**config.mk**
```make
export PLATFORM = sky130hd
export DESIGN_NAME = ldpc_bp_iteration_controller_flat
export DESIGN_NICKNAME = d
export VERILOG_FILES = /design/src/rtl/ldpc_bp_pkg.sv /design/src/rtl/ldpc_bp_iteration_controller_if.sv /design/src/rtl/ldpc_phase_watchdog.sv /design/src/rtl/ldpc_bp_iteration_controller.sv /design/src/flat_wrapper.sv
export SDC_FILE = /design/constraint.sdc
export NUM_CORES = 1
export LEC_CHECK = 0
export ABC_AREA = 0
export BUFFER_PORTS_ARGS = -buffer_cell sky130_fd_sc_hd__buf_2
export CORE_MARGIN = 2
export CORE_UTILIZATION = 45
export CTS_BUF_LIST = sky130_fd_sc_hd__clkbuf_8
export DETAILED_ROUTE_END_ITERATION = 10
export PLACE_DENSITY = 0.65
export SKIP_LAST_GASP = 1
export SLEW_MARGIN = 20
export SYNTH_ARGS = -nofsm -noshare
export SYNTH_HDL_FRONTEND = slang
export SYNTH_HIERARCHICAL = 1
export SYNTH_SLANG_ARGS = --single-unit
```
**constraint.sdc**
```tcl
create_clock -name clk -period 3.3 [get_ports clk]
set_input_delay 0.66 -clock clk [delete_from_list [all_inputs] [get_ports clk]]
set_output_delay 0.66 -clock clk [all_outputs]
set_load 0.02 [all_outputs]
```
**src/rtl/ldpc_bp_pkg.sv**
```systemverilog
// ldpc_bp_pkg: shared state encoding and default sizing for the BP iteration controller
package ldpc_bp_pkg;
  typedef enum logic [2:0] {
    S_IDLE, S_INIT, S_ROW_GO, S_ROW_WAIT, S_COL_GO, S_COL_WAIT, S_CHECK, S_FIN
  } state_t;
  localparam int DEF_MAX_ITER = 10;
  localparam int DEF_TIMEOUT = 1023;
  localparam int DEF_ITER_W = $clog2(DEF_MAX_ITER + 1);
  localparam int DEF_TO_W = $clog2(DEF_TIMEOUT + 1);
endpackage

```
**src/rtl/ldpc_bp_iteration_controller_if.sv**
```systemverilog
// ldpc_bp_iteration_controller_if: decode control and phase start/done handshake bundle
interface ldpc_bp_iteration_controller_if #(parameter int ITER_W = 4);
  logic dec_start, abort, row_done, col_done, parity_ok;
  logic clr_msg, row_start, col_start, dec_busy, dec_done, dec_success, dec_timeout;
  logic [ITER_W-1:0] iter_count;
  modport master (
    input dec_start, abort, row_done, col_done, parity_ok,
    output clr_msg, row_start, col_start, dec_busy, dec_done, dec_success, dec_timeout, iter_count
  );
  modport slave (
    output dec_start, abort, row_done, col_done, parity_ok,
    input clr_msg, row_start, col_start, dec_busy, dec_done, dec_success, dec_timeout, iter_count
  );
endinterface

```
**src/rtl/ldpc_phase_watchdog.sv**
```systemverilog
// ldpc_phase_watchdog: counts cycles spent waiting on a phase, flags the TIMEOUT-th cycle
module ldpc_phase_watchdog #(
  parameter int TIMEOUT = 1023,
  parameter int TO_W = 10
) (
  input  logic clk,
  input  logic rst_n,
  input  logic clr,
  input  logic en,
  output logic expired
);
  logic [TO_W-1:0] cnt;
  assign expired = en && cnt == TO_W'(TIMEOUT - 1);
  // count wait cycles, saturating once the limit cycle is reached
  always_ff @(posedge clk)
    if (!rst_n || clr) cnt <= '0;
    else if (en && !expired) cnt <= cnt + 1'b1;
endmodule

```
**src/rtl/ldpc_bp_iteration_controller.sv**
```systemverilog
// ldpc_bp_iteration_controller: sequences row/column BP phases until parity, iteration limit, timeout or abort
module ldpc_bp_iteration_controller
  import ldpc_bp_pkg::*;
#(
  parameter int MAX_ITER = DEF_MAX_ITER,
  parameter int ITER_W = DEF_ITER_W,
  parameter int TIMEOUT = DEF_TIMEOUT,
  parameter int TO_W = DEF_TO_W
) (
  input logic clk,
  input logic rst_n,
  ldpc_bp_iteration_controller_if.master bus
);
  state_t state, nxt;
  logic [ITER_W-1:0] iter_count, iter_inc;
  logic in_wait, wd_clr, wd_exp;
  logic clr_msg, row_start, col_start, dec_busy, dec_done, dec_success, dec_timeout;

  assign in_wait = state == S_ROW_WAIT || state == S_COL_WAIT;
  assign wd_clr = state == S_ROW_GO || state == S_COL_GO;
  assign iter_inc = iter_count + 1'b1;

  ldpc_phase_watchdog #(.TIMEOUT(TIMEOUT), .TO_W(TO_W)) u_wd (
    .clk(clk), .rst_n(rst_n), .clr(wd_clr), .en(in_wait), .expired(wd_exp)
  );

  // next state; a matching done wins over watchdog expiry, abort wins over all
  always_comb begin
    nxt = state;
    case (state)
      S_IDLE:     nxt = bus.dec_start ? S_INIT : S_IDLE;
      S_INIT:     nxt = S_ROW_GO;
      S_ROW_GO:   nxt = S_ROW_WAIT;
      S_ROW_WAIT: nxt = bus.row_done ? S_COL_GO : wd_exp ? S_FIN : S_ROW_WAIT;
      S_COL_GO:   nxt = S_COL_WAIT;
      S_COL_WAIT: nxt = bus.col_done ? S_CHECK : wd_exp ? S_FIN : S_COL_WAIT;
      S_CHECK:    nxt = (bus.parity_ok || iter_inc == ITER_W'(MAX_ITER)) ? S_FIN : S_ROW_GO;
      default:    nxt = S_IDLE;
    endcase
    if (bus.abort) nxt = S_IDLE;
  end

  // state register with Moore outputs registered alongside it, plus decode status
  always_ff @(posedge clk) begin
    if (!rst_n) begin
      state <= S_IDLE;
      {clr_msg, row_start, col_start, dec_busy, dec_done, dec_success, dec_timeout} <= '0;
      iter_count <= '0;
    end else begin
      state <= nxt;
      clr_msg <= nxt == S_INIT;
      row_start <= nxt == S_ROW_GO;
      col_start <= nxt == S_COL_GO;
      dec_done <= nxt == S_FIN;
      dec_busy <= nxt != S_IDLE;
      if (bus.abort) {dec_success, dec_timeout} <= '0;
      else if (state == S_IDLE && bus.dec_start) begin
        iter_count <= '0;
        {dec_success, dec_timeout} <= '0;
      end else if (state == S_CHECK) begin
        iter_count <= iter_inc;
        dec_success <= bus.parity_ok;
      end else if (in_wait && nxt == S_FIN) dec_timeout <= 1'b1;
    end
  end

  assign bus.clr_msg = clr_msg;
  assign bus.row_start = row_start;
  assign bus.col_start = col_start;
  assign bus.dec_busy = dec_busy;
  assign bus.dec_done = dec_done;
  assign bus.dec_success = dec_success;
  assign bus.dec_timeout = dec_timeout;
  assign bus.iter_count = iter_count;
endmodule

```
**src/flat_wrapper.sv**
```systemverilog
// flat-port wrapper written by rule: the top's interface ports become plain ports
module ldpc_bp_iteration_controller_flat import ldpc_bp_pkg::*;
#(
  parameter int MAX_ITER = DEF_MAX_ITER,
  parameter int ITER_W = DEF_ITER_W,
  parameter int TIMEOUT = DEF_TIMEOUT,
  parameter int TO_W = DEF_TO_W
)
  (clk, rst_n, bus_dec_start, bus_abort, bus_row_done, bus_col_done, bus_parity_ok, bus_clr_msg, bus_row_start, bus_col_start, bus_dec_busy, bus_dec_done, bus_dec_success, bus_dec_timeout, bus_iter_count);
  ldpc_bp_iteration_controller_if #(.ITER_W(ITER_W)) bus_i ();
  input logic clk;
  input logic rst_n;
  input wire logic [$bits(bus_i.dec_start)-1:0] bus_dec_start;
  input wire logic [$bits(bus_i.abort)-1:0] bus_abort;
  input wire logic [$bits(bus_i.row_done)-1:0] bus_row_done;
  input wire logic [$bits(bus_i.col_done)-1:0] bus_col_done;
  input wire logic [$bits(bus_i.parity_ok)-1:0] bus_parity_ok;
  output wire logic [$bits(bus_i.clr_msg)-1:0] bus_clr_msg;
  output wire logic [$bits(bus_i.row_start)-1:0] bus_row_start;
  output wire logic [$bits(bus_i.col_start)-1:0] bus_col_start;
  output wire logic [$bits(bus_i.dec_busy)-1:0] bus_dec_busy;
  output wire logic [$bits(bus_i.dec_done)-1:0] bus_dec_done;
  output wire logic [$bits(bus_i.dec_success)-1:0] bus_dec_success;
  output wire logic [$bits(bus_i.dec_timeout)-1:0] bus_dec_timeout;
  output wire logic [$bits(bus_i.iter_count)-1:0] bus_iter_count;
  assign bus_i.dec_start = bus_dec_start;
  assign bus_i.abort = bus_abort;
  assign bus_i.row_done = bus_row_done;
  assign bus_i.col_done = bus_col_done;
  assign bus_i.parity_ok = bus_parity_ok;
  assign bus_clr_msg = bus_i.clr_msg;
  assign bus_row_start = bus_i.row_start;
  assign bus_col_start = bus_i.col_start;
  assign bus_dec_busy = bus_i.dec_busy;
  assign bus_dec_done = bus_i.dec_done;
  assign bus_dec_success = bus_i.dec_success;
  assign bus_dec_timeout = bus_i.dec_timeout;
  assign bus_iter_count = bus_i.iter_count;
  ldpc_bp_iteration_controller #(.MAX_ITER(MAX_ITER), .ITER_W(ITER_W), .TIMEOUT(TIMEOUT), .TO_W(TO_W)) u_core (.clk(clk), .rst_n(rst_n), .bus(bus_i));
endmodule
```
* Word level (Yosys, flattened, before mapping)
Cells that the tools add are included. Widths: inputs -> output; s select.
Storage, ports and cells: output and inout port bits 11, input port bits 7, register bits 24
Operators by class: $add $sub $neg 2, bitwise gates (word level) 3, reductions and logical operators 16, equality and inequality tests 12, mux-type cells 10
Operators with widths (count):
- $pmux 3 s7 | 1
- $eq 3x3->1 const B | 5
- $mux 3 | 5
- $add 10x1->10 const B | 1
- $eq 10x10->1 const B | 1
- $eq 3x2->1 const B | 3
- $mux 4 | 2
- $eq 3x1->1 const B | 2
- $add 4x1->4 const B | 1
- $eq 4x4->1 const B | 1
- $logic_and 1x1->1 | 4
- $logic_or 1x1->1 | 4
- $reduce_and 2->1 | 2
- $logic_not 3->1 | 1
- $not 1->1 | 3
- $reduce_bool 3->1 | 1
- $reduce_or 3->1 | 1
- $logic_not 1->1 | 2
- $mux 2 | 1
- $reduce_bool 2->1 | 1
- $mux 1 | 1

* Depth between registers and ports, before layout
Gate-level depths: netlist of run 1.
depth after elaboration 10, mapped depth 11

* Hierarchy
The synthesis of run 1 kept the hierarchy.
Modules (own cells, without submodules):
- ldpc_bp_iteration_controller | cells each 83, times used 1, area an instance 711.9 µm²
- ldpc_phase_watchdog | cells each 61, times used 1, area an instance 543.0 µm²

* Least setup slack after synthesis of run 1
OpenSTA, ideal clock, no wires.
kind register to register, from register u_core.u_wd.cnt[0], to register u_core.col_start, in the netlist u_core/bus.col_start, clock period less this slack 1895 ps, required time 3208 ps, slack 1405 ps, stages on the path, launching flop included 10, arrival time 1804 ps, cell sequence dfxtp_1 -> inv_1 -> ha_1 -> nand3_1 -> or3_4 -> nor2_1 -> o211ai_1 -> o21ai_1 -> nor2_1 -> nor4_1
Between the ends: word-level cells in the longest chain between the ends 7, elaborated cells on any way between the ends 9
RTL lines:
- from (decl) | RTL line ldpc_phase_watchdog.sv:12 | logic [TO_W-1:0] cnt;
- from (signal assigned) | RTL line ldpc_phase_watchdog.sv:17 | else if (en && !expired) cnt <= cnt + 1'b1;
- $eq 10x10->1 (*) | RTL line ldpc_phase_watchdog.sv:13 | assign expired = en && cnt == TO_W'(TIMEOUT - 1);
- $logic_and 1x1->1 (*) | RTL line ldpc_phase_watchdog.sv:13
- named net u_core.wd_exp | RTL line ldpc_bp_iteration_controller.sv:16 | logic in_wait, wd_clr, wd_exp;
- $mux 2 or $mux 3 (tied branches) | RTL line ldpc_bp_iteration_controller.sv:36, ldpc_bp_iteration_controller.sv:34
- $mux 3 (on tied branches) | RTL line ldpc_bp_iteration_controller.sv:36, ldpc_bp_iteration_controller.sv:34
- $pmux 3 s7 (*) | RTL line ldpc_bp_iteration_controller.sv:30 | case (state)
- $mux 3 (*) | RTL line ldpc_bp_iteration_controller.sv:40 | if (bus.abort) nxt = S_IDLE;
- $eq 3x3->1 (*) | RTL line ldpc_bp_iteration_controller.sv:53 | col_start <= nxt == S_COL_GO;
- to (signal assigned) | RTL line ldpc_bp_iteration_controller.sv:47 | {clr_msg, row_start, col_start, dec_busy, dec_done, dec_success, dec_timeout} <= '0;
- to (signal assigned) | RTL line ldpc_bp_iteration_controller.sv:53
- to (decl) | RTL line ldpc_bp_iteration_controller.sv:17 | logic clr_msg, row_start, col_start, dec_busy, dec_done, dec_success, dec_timeout;
The timed path passes the listed nets; every way through them passes the cells marked *. A chain may end at the register's enable or synchronous reset.

* Worst setup path after layout of run 1
Ends and elaborated chain as after synthesis.

==> flow_metrics.tcl, run 1 <==
set metrics [dict create \
    fmax_ghz 0.462 \
    layout_commonest_cell "dfxtp_1" \
    powerDensity_nw_per_um2 405 \
    hold_violations 0 \
    clk_latency_ns 0.26 \
    dp_hpwl_um 1790 \
    cts_buffer_depth 2 \
    min_period_ns 2.16 \
    rows 19 \
    p_leak_nw 0.560 \
    postRouteAntennaNets 0 \
    rr_worst_depth 9 \
    vdd_drop_max_mv 0.272 \
    tns_ns 0 \
    nets 172 \
    synth_area_um2 1250 \
    skew_ns 0.00252 \
    worst_pin_slew_ns 0.418 \
    grt_pass1_wl_um 3930 \
    postSynthAreaPerCell_um2 8.71 \
    num_antenna_cells 0 \
    ys_types 43 \
    yosys-top-cells-area "dfxtp_1 (38%), nor2_1 (5.7%), ha_1 (4.0%)" \
    status "finished clean" \
    hold_buffers 0 \
    cts_resized 0 \
    area_growth_pct 12.7 \
    finalCritPeriodShare_pct 65.5 \
    die_w_um 56.8 \
    mostFrequentLayoutCells "dfxtp_1 (24), nor2_1 (19), buf_2 (17)" \
    vias 1054 \
    io_pins 18 \
    ys_ff_latch 24 \
    synth_top_area_share_pct 38.3 \
    critPathRequiredTime_ns 3.47 \
    start_util_pct 46.3 \
    tritoncts "done" \
    coreArea_um2 2710 \
    synth_top_cell_by_area "dfxtp_1" \
    synth-edff-count 0 \
    synth_fp_nets 155 \
    relSlewSlack_pct 72.1 \
    start_kind "flip-flop" \
    clock-sinks 24 \
    grt_antenna_before_repair 0 \
    globalRouteTotalUtil_pct 15.5 \
    vias_per_cell 5.52 \
    clockRootBuffer "clkbuf_8" \
    overflow 0 \
    syn-instance-count 144 \
    cts.clk_slew.worst_paths_ns 0.08 \
    grt_max_degree 15 \
    rsz0062_at_grt "false" \
    hold_class "reg -> reg" \
    dr.pass1.iters 4 \
    htreeDepth 1 \
    fillers 255 \
    layout-drive-gt1-share_pct 18.1 \
    ys.flop_type "dfxtp_1" \
    numCtsBuffers 3 \
    yosys_warnings 6 \
    routed_wl_um 2330 \
    slew_viol_final 0 \
    die_h_um 56.8 \
    drt-initial-drc-count 47 \
    setup_violations 0 \
    critPathKind "reg -> reg" \
    cp_max_fo 6 \
    gp_congestion 0.864 \
    endpoint_kind "flip-flop" \
    max_cap_violations 0 \
    seq_area_frac_synth_pct 38.3 \
    cp.arrival_ns 2.34 \
    routedWlPerCell_um 12.2 \
    drc 0 \
    fp.dieArea_um2 3230 \
    grt_pass1_vias 893 \
    synthArstFlopShare_pct 0 \
    final_util_pct 52.2 \
    port_buffers 17 \
    post-cts-setup-buffers 0 \
    hold_depth 2 \
]
flip-flops by register name, summed over array words and instances, names as in the netlist:
register and cells:
u_core/bus.clr_msg 1, u_core/bus.dec_success 1, u_core/bus.dec_busy 1, u_core/bus.dec_done 1
u_core/bus.iter_count 4, u_core/bus.dec_timeout 1, u_core/u_wd/cnt 10, u_core/bus.row_start 1
u_core/state 3, u_core/bus.col_start 1
worst paths after layout:
path                               start                endpoint  slack (ns)
setup / recovery      u_core/u_wd/cnt[0]    u_core/bus.col_start        1.14
hold / removal    u_core/bus.dec_timeout  u_core/bus.dec_timeout        0.46
setup reg to reg      u_core/u_wd/cnt[0]    u_core/bus.col_start        1.14
hold reg to reg   u_core/bus.dec_timeout  u_core/bus.dec_timeout        0.46
layout make-up:
cell class | count | area (um2) | share of cell area, %
clock buffers | 3 | 41.3 | 2.92
clock inverters | 1 | 30.0 | 2.12
inverters | 5 | 18.8 | 1.33
multi-input cells | 110 | 719 | 50.9
flip-flops and latches | 24 | 480 | 34.0
well taps | 31 | 38.8 | 2.74
repair buffers | 17 | 85.1 | 6.02
stage by stage:
stage               hold WS [ns]  area, um2  power (W)  setup slack, ns  instances
floorplan                  0.497       1250   0.000319             1.40        144
global placement           0.444       1340   0.000327             1.18        187
detailed placement         0.453       1340   0.000327             1.16        187
CTS                        0.465       1410   0.000583             1.12        191
global route               0.503       1410   0.000594            0.847        191
finish                     0.459       1410   0.000573             1.14        191
cells by family (layout without fill, tap and decap cells):
group	Yosys count	after routing	share of synthesized area (%)
XOR/XNOR	9	9	6.28
adder cells (fa/ha/maj)	4	4	3.99
flip-flops	24	24	38.3
multiplexers	1	1	0.798
AO/OA/AOI/OAI	34	34	17.9
AND/OR/NAND/NOR	62	62	28.3
buffers and inverters	10	26	4.39
where the power goes:
part / total [W] / internal, W / switching (W)
logic: 0.0000255 / 0.00000985 / 0.0000156
clock network: 0.000253 / 0.000162 / 0.0000910
registers: 0.000295 / 0.000292 / 0.00000318
total: 0.000573 / 0.000464 / 0.000110
critical path: stages, from the launching register on:
cell and delay, ns:
dfxtp_1 0.35, inv_1 0.11, ha_1 0.17, nand3_1 0.17
or3_4 0.39, nor2_1 0.14, o211ai_1 0.11, o21ai_1 0.25
nor2_1 0.12, nor4_1 0.26
layer usage:
metal	global-route usage, %	part of all wire, %	wire [um]	vias up
li1	-	-	-	545
met1	18.9	46	1080	480
met2	26.2	48	1130	27
met3	2.76	4.7	109	2
met4	6.98	0.60	14	0
met5	0	0	0	-
synthesized netlist by cell type (3+ instances only):
| master | number |
|---|---|
| a211oi_1 | 3 |
| a21oi_1 | 8 |
| and3_1 | 4 |
| dfxtp_1 | 24 |
| ha_1 | 4 |
| inv_1 | 5 |
| nand2_1 | 6 |
| nand3_1 | 5 |
| nand4_1 | 3 |
| nor2_1 | 19 |
| nor2b_1 | 7 |
| o21ai_0 | 8 |
| xnor2_1 | 5 |
| xor2_1 | 4 |
No activity file was read; power rests on OpenSTA's default activity.
==> run 2, diff against run 1 <==
==> constraint.sdc (replaced) <==
create_clock -name clk -period 2.1 [get_ports clk]
set_input_delay 0.42 -clock clk [delete_from_list [all_inputs] [get_ports clk]]
set_output_delay 0.42 -clock clk [all_outputs]
set_load 0.02 [all_outputs]
==> run 2 against run 1 <==
Combinational power up 93%. Sequential share of layout area down 2.0 points. Hold slack worse by 0.0054 ns. Maximum frequency up 9.5%. Global-route usage up 1.5 points. Register-to-register slack worse by 1.0 ns. Clock skew up 0.0011 ns. Via count up 6.2%.
==> flow_metrics.tcl, run 2 (synthesized netlist as in run 1, its figures left out) <==
set metrics [dict create \
    total_power_w 0.000907 \
    placed_cell_area_um2 1400 \
    relSlewSlack_pct 67.5 \
    reg2reg_slack_ns 0.13 \
    fillers 260 \
    pwr-share-clk_pct 43.9 \
    p_int_w 0.000731 \
    cp.buffers_inverters 1 \
    power.share.sequential_pct 50.7 \
    fp.dieArea_um2 3230 \
    fmax_ghz 0.506 \
    grt_antenna_before_repair 0 \
    globalRouteTotalUtil_pct 16.9 \
    cp_max_fo 5 \
    gp_congestion 0.823 \
    overflow 0 \
    drc 0 \
    numCtsBuffers 3 \
    status "finished clean" \
    io_pins 18 \
    p_leak_nw 0.611 \
    drt-initial-drc-count 27 \
    clockRootBuffer "clkbuf_8" \
    hold_class "in -> reg" \
    min_to "u_core/bus.iter_count[2]" \
    cp.arrival_ns 2.18 \
    postRouteAntennaNets 0 \
    htreeDepth 1 \
    skew_ns 0.00367 \
    slew_viol_final 0 \
    hold_buffers 0 \
    hold_depth 2 \
    p_sw_share_pct 19.4 \
    dr.pass1.iters 5 \
    fin_area_um2 1500 \
    min_from "rst_n" \
    vdd_drop_max_mv 0.525 \
    clk_latency_ns 0.26 \
    fin_hold_ws_ns 0.453 \
    r2r-end "u_core/bus.row_start" \
    tritoncts "done" \
    cts_buffer_depth 2 \
    grt_max_degree 15 \
    rows 19 \
    coreArea_um2 2710 \
    vias 1119 \
    rsz0062_at_grt "true" \
    rr_worst_depth 10 \
    cts.clk_slew.worst_paths_ns 0.08 \
    port_buffers 17 \
    dp_slack_ns 0.124 \
    clock-sinks 24 \
    crit_path_max_incr_delay_ns 0.37 \
    endpoint_kind "flip-flop" \
    max_cap_violations 0 \
    grt_pass1_vias 1018 \
    routedWlPerCell_um 12.3 \
    largest_register "u_core/u_wd/cnt" \
    dp_hpwl_um 1880 \
    vias_per_cell 5.60 \
    crit_path_top_delay_cell "or3_4" \
    rr_startpoint "u_core/u_wd/cnt[0]" \
    start_kind "flip-flop" \
    layout-drive-gt1-share_pct 24.9 \
    area_growth_pct 19.5 \
    num_antenna_cells 0 \
    layout_commonest_cell "dfxtp_1" \
    p_comb_share_pct 5.4 \
    nets 181 \
    die_h_um 56.8 \
    worst_slack_ns 0.126 \
    critPathKind "reg -> reg" \
    largest_reg_flops 10 \
    powerDensity_nw_per_um2 604 \
    reg.largest.list "u_core/u_wd/cnt (10), u_core/bus.iter_count (4), u_core/state (3)" \
    finalCritPeriodShare_pct 94.0 \
    min_period_ns 1.97 \
    place_inst 195 \
    crit_chain "inv_1 -> ha_1 -> nand3_1 -> or3_4 -> nor2_2 -> nor4b_2 -> a31oi_1 -> o211ai_2 -> nor2_1 -> and3_1" \
    routed_wl_um 2460 \
    p_switching_w 0.000176 \
    hold_violations 0 \
    fin_cells 200 \
    die_w_um 56.8 \
    critPathRequiredTime_ns 2.31 \
    grt_pass1_wl_um 4320 \
    worst_pin_slew_ns 0.483 \
    setup_violations 0 \
    mostFrequentLayoutCells "dfxtp_1 (24), nor2_1 (18), buf_2 (17)" \
    start_util_pct 46.3 \
    crit_family "simple AND/OR/NAND/NOR gates" \
]
[run 2: timing repair]
action,4_1_cts,5_1_grt
buffers inserted,0,1
gates resized for setup,0,4
endpoints found under the setup margin,0,6
[run 2: final cells by class]
type                            instances  area, um2  area share [%]
Clock inverter                          1       30.0            2.00
Clock buffer                            3       41.3            2.75
Multi-Input combinational cell        110        738            49.2
Timing Repair Buffer                   26        153            10.2
Tap cell                               31       38.8            2.59
Sequential cell                        24        480            32.0
Inverter                                5       18.8            1.25
[run 2: through the flow]
stage / TNS [ns] / utilization, %
global placement: 0 / 51.8
global route: -0.0806 / 55.4
finish: 0 / 55.4
CTS: 0 / 54.4
floorplan: 0 / -
detailed placement: 0 / 51.8
[run 2: how the worst max path moves through the flow]
stage | start | end | slack, ns | cells past startpoint
final | u_core/u_wd/cnt[0] | u_core/bus.row_start | 0.13 | 10
after global routing | u_core/u_wd/cnt[0] | u_core/bus.col_start | -0.04 | 10
after CTS | u_core/u_wd/cnt[0] | u_core/bus.col_start | 0.1 | 9
after detailed placement | u_core/u_wd/cnt[0] | u_core/bus.col_start | 0.12 | 9
after global placement | u_core/u_wd/cnt[0] | u_core/bus.col_start | 0.20 | 9
after floorplan | u_core/u_wd/cnt[0] | u_core/bus.col_start | 0.20 | 9
[run 2: worst reg2reg max path, delay by kind of cell (launching register included)]
family | cells | cell delay, ns
buffers and inverters | 1 | 0.10
and+or+nand+nor | 6 | 0.97
AOI/OAI and AO/OA | 2 | 0.32
adders and majority gates | 1 | 0.17
DFF | 1 | 0.35
[run 2: power groups by stage]
stage                     clock network, W   logic, W  registers (W)
after CTS                         0.000418  0.0000473       0.000460
after global placement                   0  0.0000463       0.000470
final                             0.000398  0.0000491       0.000460
after global routing              0.000428  0.0000540       0.000460
after detailed placement                 0  0.0000473       0.000470
after floorplan                          0  0.0000269       0.000474
[run 2: routing by layer]
layer	vias up	share of wire, %	track usage (%)	wire [um]
li1	564	-	-	-
met1	536	47	20.7	1160
met2	15	49	28.6	1200
met3	4	2.2	2.30	54
met4	0	1.9	9.30	46
met5	-	0	0	0
==> run 3, diff against run 2 <==
--- a/config.mk
+++ b/config.mk
@@ -7,11 +7,14 @@
 export LEC_CHECK = 0
 export ABC_AREA = 0
 export BUFFER_PORTS_ARGS = -buffer_cell sky130_fd_sc_hd__buf_2
+export CELL_PAD_IN_SITES_DETAIL_PLACEMENT = 1
+export CELL_PAD_IN_SITES_GLOBAL_PLACEMENT = 1
 export CORE_MARGIN = 2
-export CORE_UTILIZATION = 45
+export CORE_UTILIZATION = 44
 export CTS_BUF_LIST = sky130_fd_sc_hd__clkbuf_8
 export DETAILED_ROUTE_END_ITERATION = 10
-export PLACE_DENSITY = 0.65
+export PLACE_DENSITY_LB_ADDON = 0.1
+export SETUP_SLACK_MARGIN = 0.3
 export SKIP_LAST_GASP = 1
 export SLEW_MARGIN = 20
 export SYNTH_ARGS = -nofsm -noshare
==> run 3 against run 2 <==
Sequential cell count unchanged. Largest cell class unchanged. Sequential power about the same. Hold slack worse by 0.012 ns. Total power up 4.1%. Largest power group unchanged. Utilization up 7.9 points. First-iteration DRC count up 30%. Sequential share of layout area down 3.7 points. Register-to-register slack worse by 0.02 ns. Maximum frequency down 0.80%. Non-clock buffer count up 14. Clock-buffer cell count unchanged.
==> flow_metrics.tcl, run 3 (synthesized netlist as in run 1, its figures left out) <==
set metrics [dict create \
    fmax_ghz 0.502 \
    skew_ns 0.00630 \
    layout_commonest_cell "buf_4" \
    max_cap_violations 0 \
    setup_violations 0 \
    start_util_pct 45.9 \
    postRouteAntennaNets 0 \
    layout-drive-gt1-share_pct 38.8 \
    status "finished clean" \
    coreArea_um2 2730 \
    mostFrequentLayoutCells "buf_4 (22), dfxtp_1 (20), buf_2 (17), nor2_1 (17)" \
    place_inst 199 \
    critPathRequiredTime_ns 2.30 \
    clockRootBuffer "clkbuf_8" \
    area_growth_pct 37.9 \
    cts.clk_slew.worst_paths_ns 0.09 \
    reg2reg_slack_ns 0.11 \
    start_kind "flip-flop" \
    fin_cells 214 \
    clk_latency_ns 0.27 \
    grt_antenna_before_repair 0 \
    nets 195 \
    numCtsBuffers 3 \
    hold_violations 0 \
    num_antenna_cells 0 \
    hold_class "in -> reg" \
    fp.dieArea_um2 3300 \
    crit_chain "inv_4 -> ha_4 -> nand3_4 -> or3_4 -> nor2_4 -> nor4b_2 -> a31oi_1 -> o211ai_2 -> buf_6 -> o31ai_2" \
    worst_pin_slew_ns 0.553 \
    cts_buffer_depth 2 \
    htreeDepth 1 \
    largest_reg_flops 10 \
    rows 19 \
    dr.pass1.iters 4 \
    hold_buffers 0 \
    powerDensity_nw_per_um2 545 \
    cp.arrival_ns 2.19 \
    vias_per_cell 5.76 \
    grt_max_degree 15 \
    drt-initial-drc-count 35 \
    slew_viol_final 0 \
    crit_path_max_incr_delay_ns 0.36 \
    endpoint_kind "flip-flop" \
    tritoncts "done" \
    die_w_um 57.4 \
    routed_wl_um 4130 \
    finalCritPeriodShare_pct 94.8 \
    p_leak_nw 0.702 \
    min_period_ns 1.99 \
    routedWlPerCell_um 19.3 \
    rsz0062_at_grt "true" \
    grt_pass1_vias 1299 \
    crit_path_top_delay_cell "dfxtp_4" \
    grt_pass1_wl_um 6280 \
    port_buffers 17 \
    clock-sinks 24 \
    vias 1232 \
    globalRouteTotalUtil_pct 25.1 \
    reg.largest.list "u_core/u_wd/cnt (10), u_core/bus.iter_count (4), u_core/state (3)" \
    relSlewSlack_pct 63.0 \
    vdd_drop_max_mv 0.575 \
    dp_hpwl_um 2540 \
    largest_register "u_core/u_wd/cnt" \
    gp_congestion 0.805 \
    drc 0 \
    critPathKind "reg -> reg" \
    overflow 0 \
    fin_hold_ws_ns 0.441 \
    cp_max_fo 3 \
    io_pins 18 \
    die_h_um 57.4 \
]
## run 3: area by class of cell
type	count	area [um2]
tap	31	38.8
clock buffer	3	41.3
fill	317	1000
inverter	5	21.3
timing repair buffer	40	262
sequential	24	490
multi-input combinational	110	847
clock inverter	1	30.0
## run 3: path summary, 6_finish.rpt
path | startpoint | endpoint | cells past startpoint
setup / recovery | u_core/u_wd/cnt[0] | u_core/bus.dec_timeout | 10
hold / removal | rst_n | u_core/bus.iter_count[0] | 2
setup reg to reg | u_core/u_wd/cnt[0] | u_core/bus.dec_timeout | 10
hold reg to reg | u_core/bus.dec_timeout | u_core/bus.dec_timeout | 2
## run 3: timing repair
item                                   CTS  global route
pin swaps                                9             6
resized for setup                       14             6
endpoints found under the hold margin    0             0
setup endpoints to repair               10             9
setup buffers                            5             6
## run 3: report_power, final
part	internal, W	switching, W	leakage [nW]	total (W)
logic	0.0000255	0.0000441	0.470	0.0000696
clock network	0.000255	0.000161	0.0357	0.000416
registers	0.000456	0.00000180	0.196	0.000458
## run 3: per-layer routing
metal  global-route usage [%]  part of all wire, %  up-vias
met5                        0                    0        -
met4                     9.30                  2.1        0
met1                     30.3                   44      608
li1                         -                    -      593
met3                     5.22                  2.6       10
met2                     43.5                   52       21
## run 3: worst max-delay path, delay by kind of cell (launching register included)
kind	cells	cell delay (ns)
compound gates	3	0.58
fa+ha+maj	1	0.14
buf+inv	2	0.24
flops	1	0.36
simple gates	4	0.61
## run 3: metrics by stage
step / power, W / cell area (um2) / setup WS [ns] / setup TNS, ns / util [%]
2_1_floorplan: 0.000502 / 1310 / 0.278 / 0 / -
3_3_place_gp: 0.000520 / 1480 / 0.0164 / 0 / 54.0
3_5_place_dp: 0.000523 / 1480 / -0.0896 / -0.0896 / 54.0
4_1_cts: 0.000937 / 1640 / 0.176 / 0 / 60.1
5_1_grt: 0.000966 / 1730 / 0.0427 / 0 / 63.3
6_report: 0.000944 / 1730 / 0.110 / 0 / 63.3
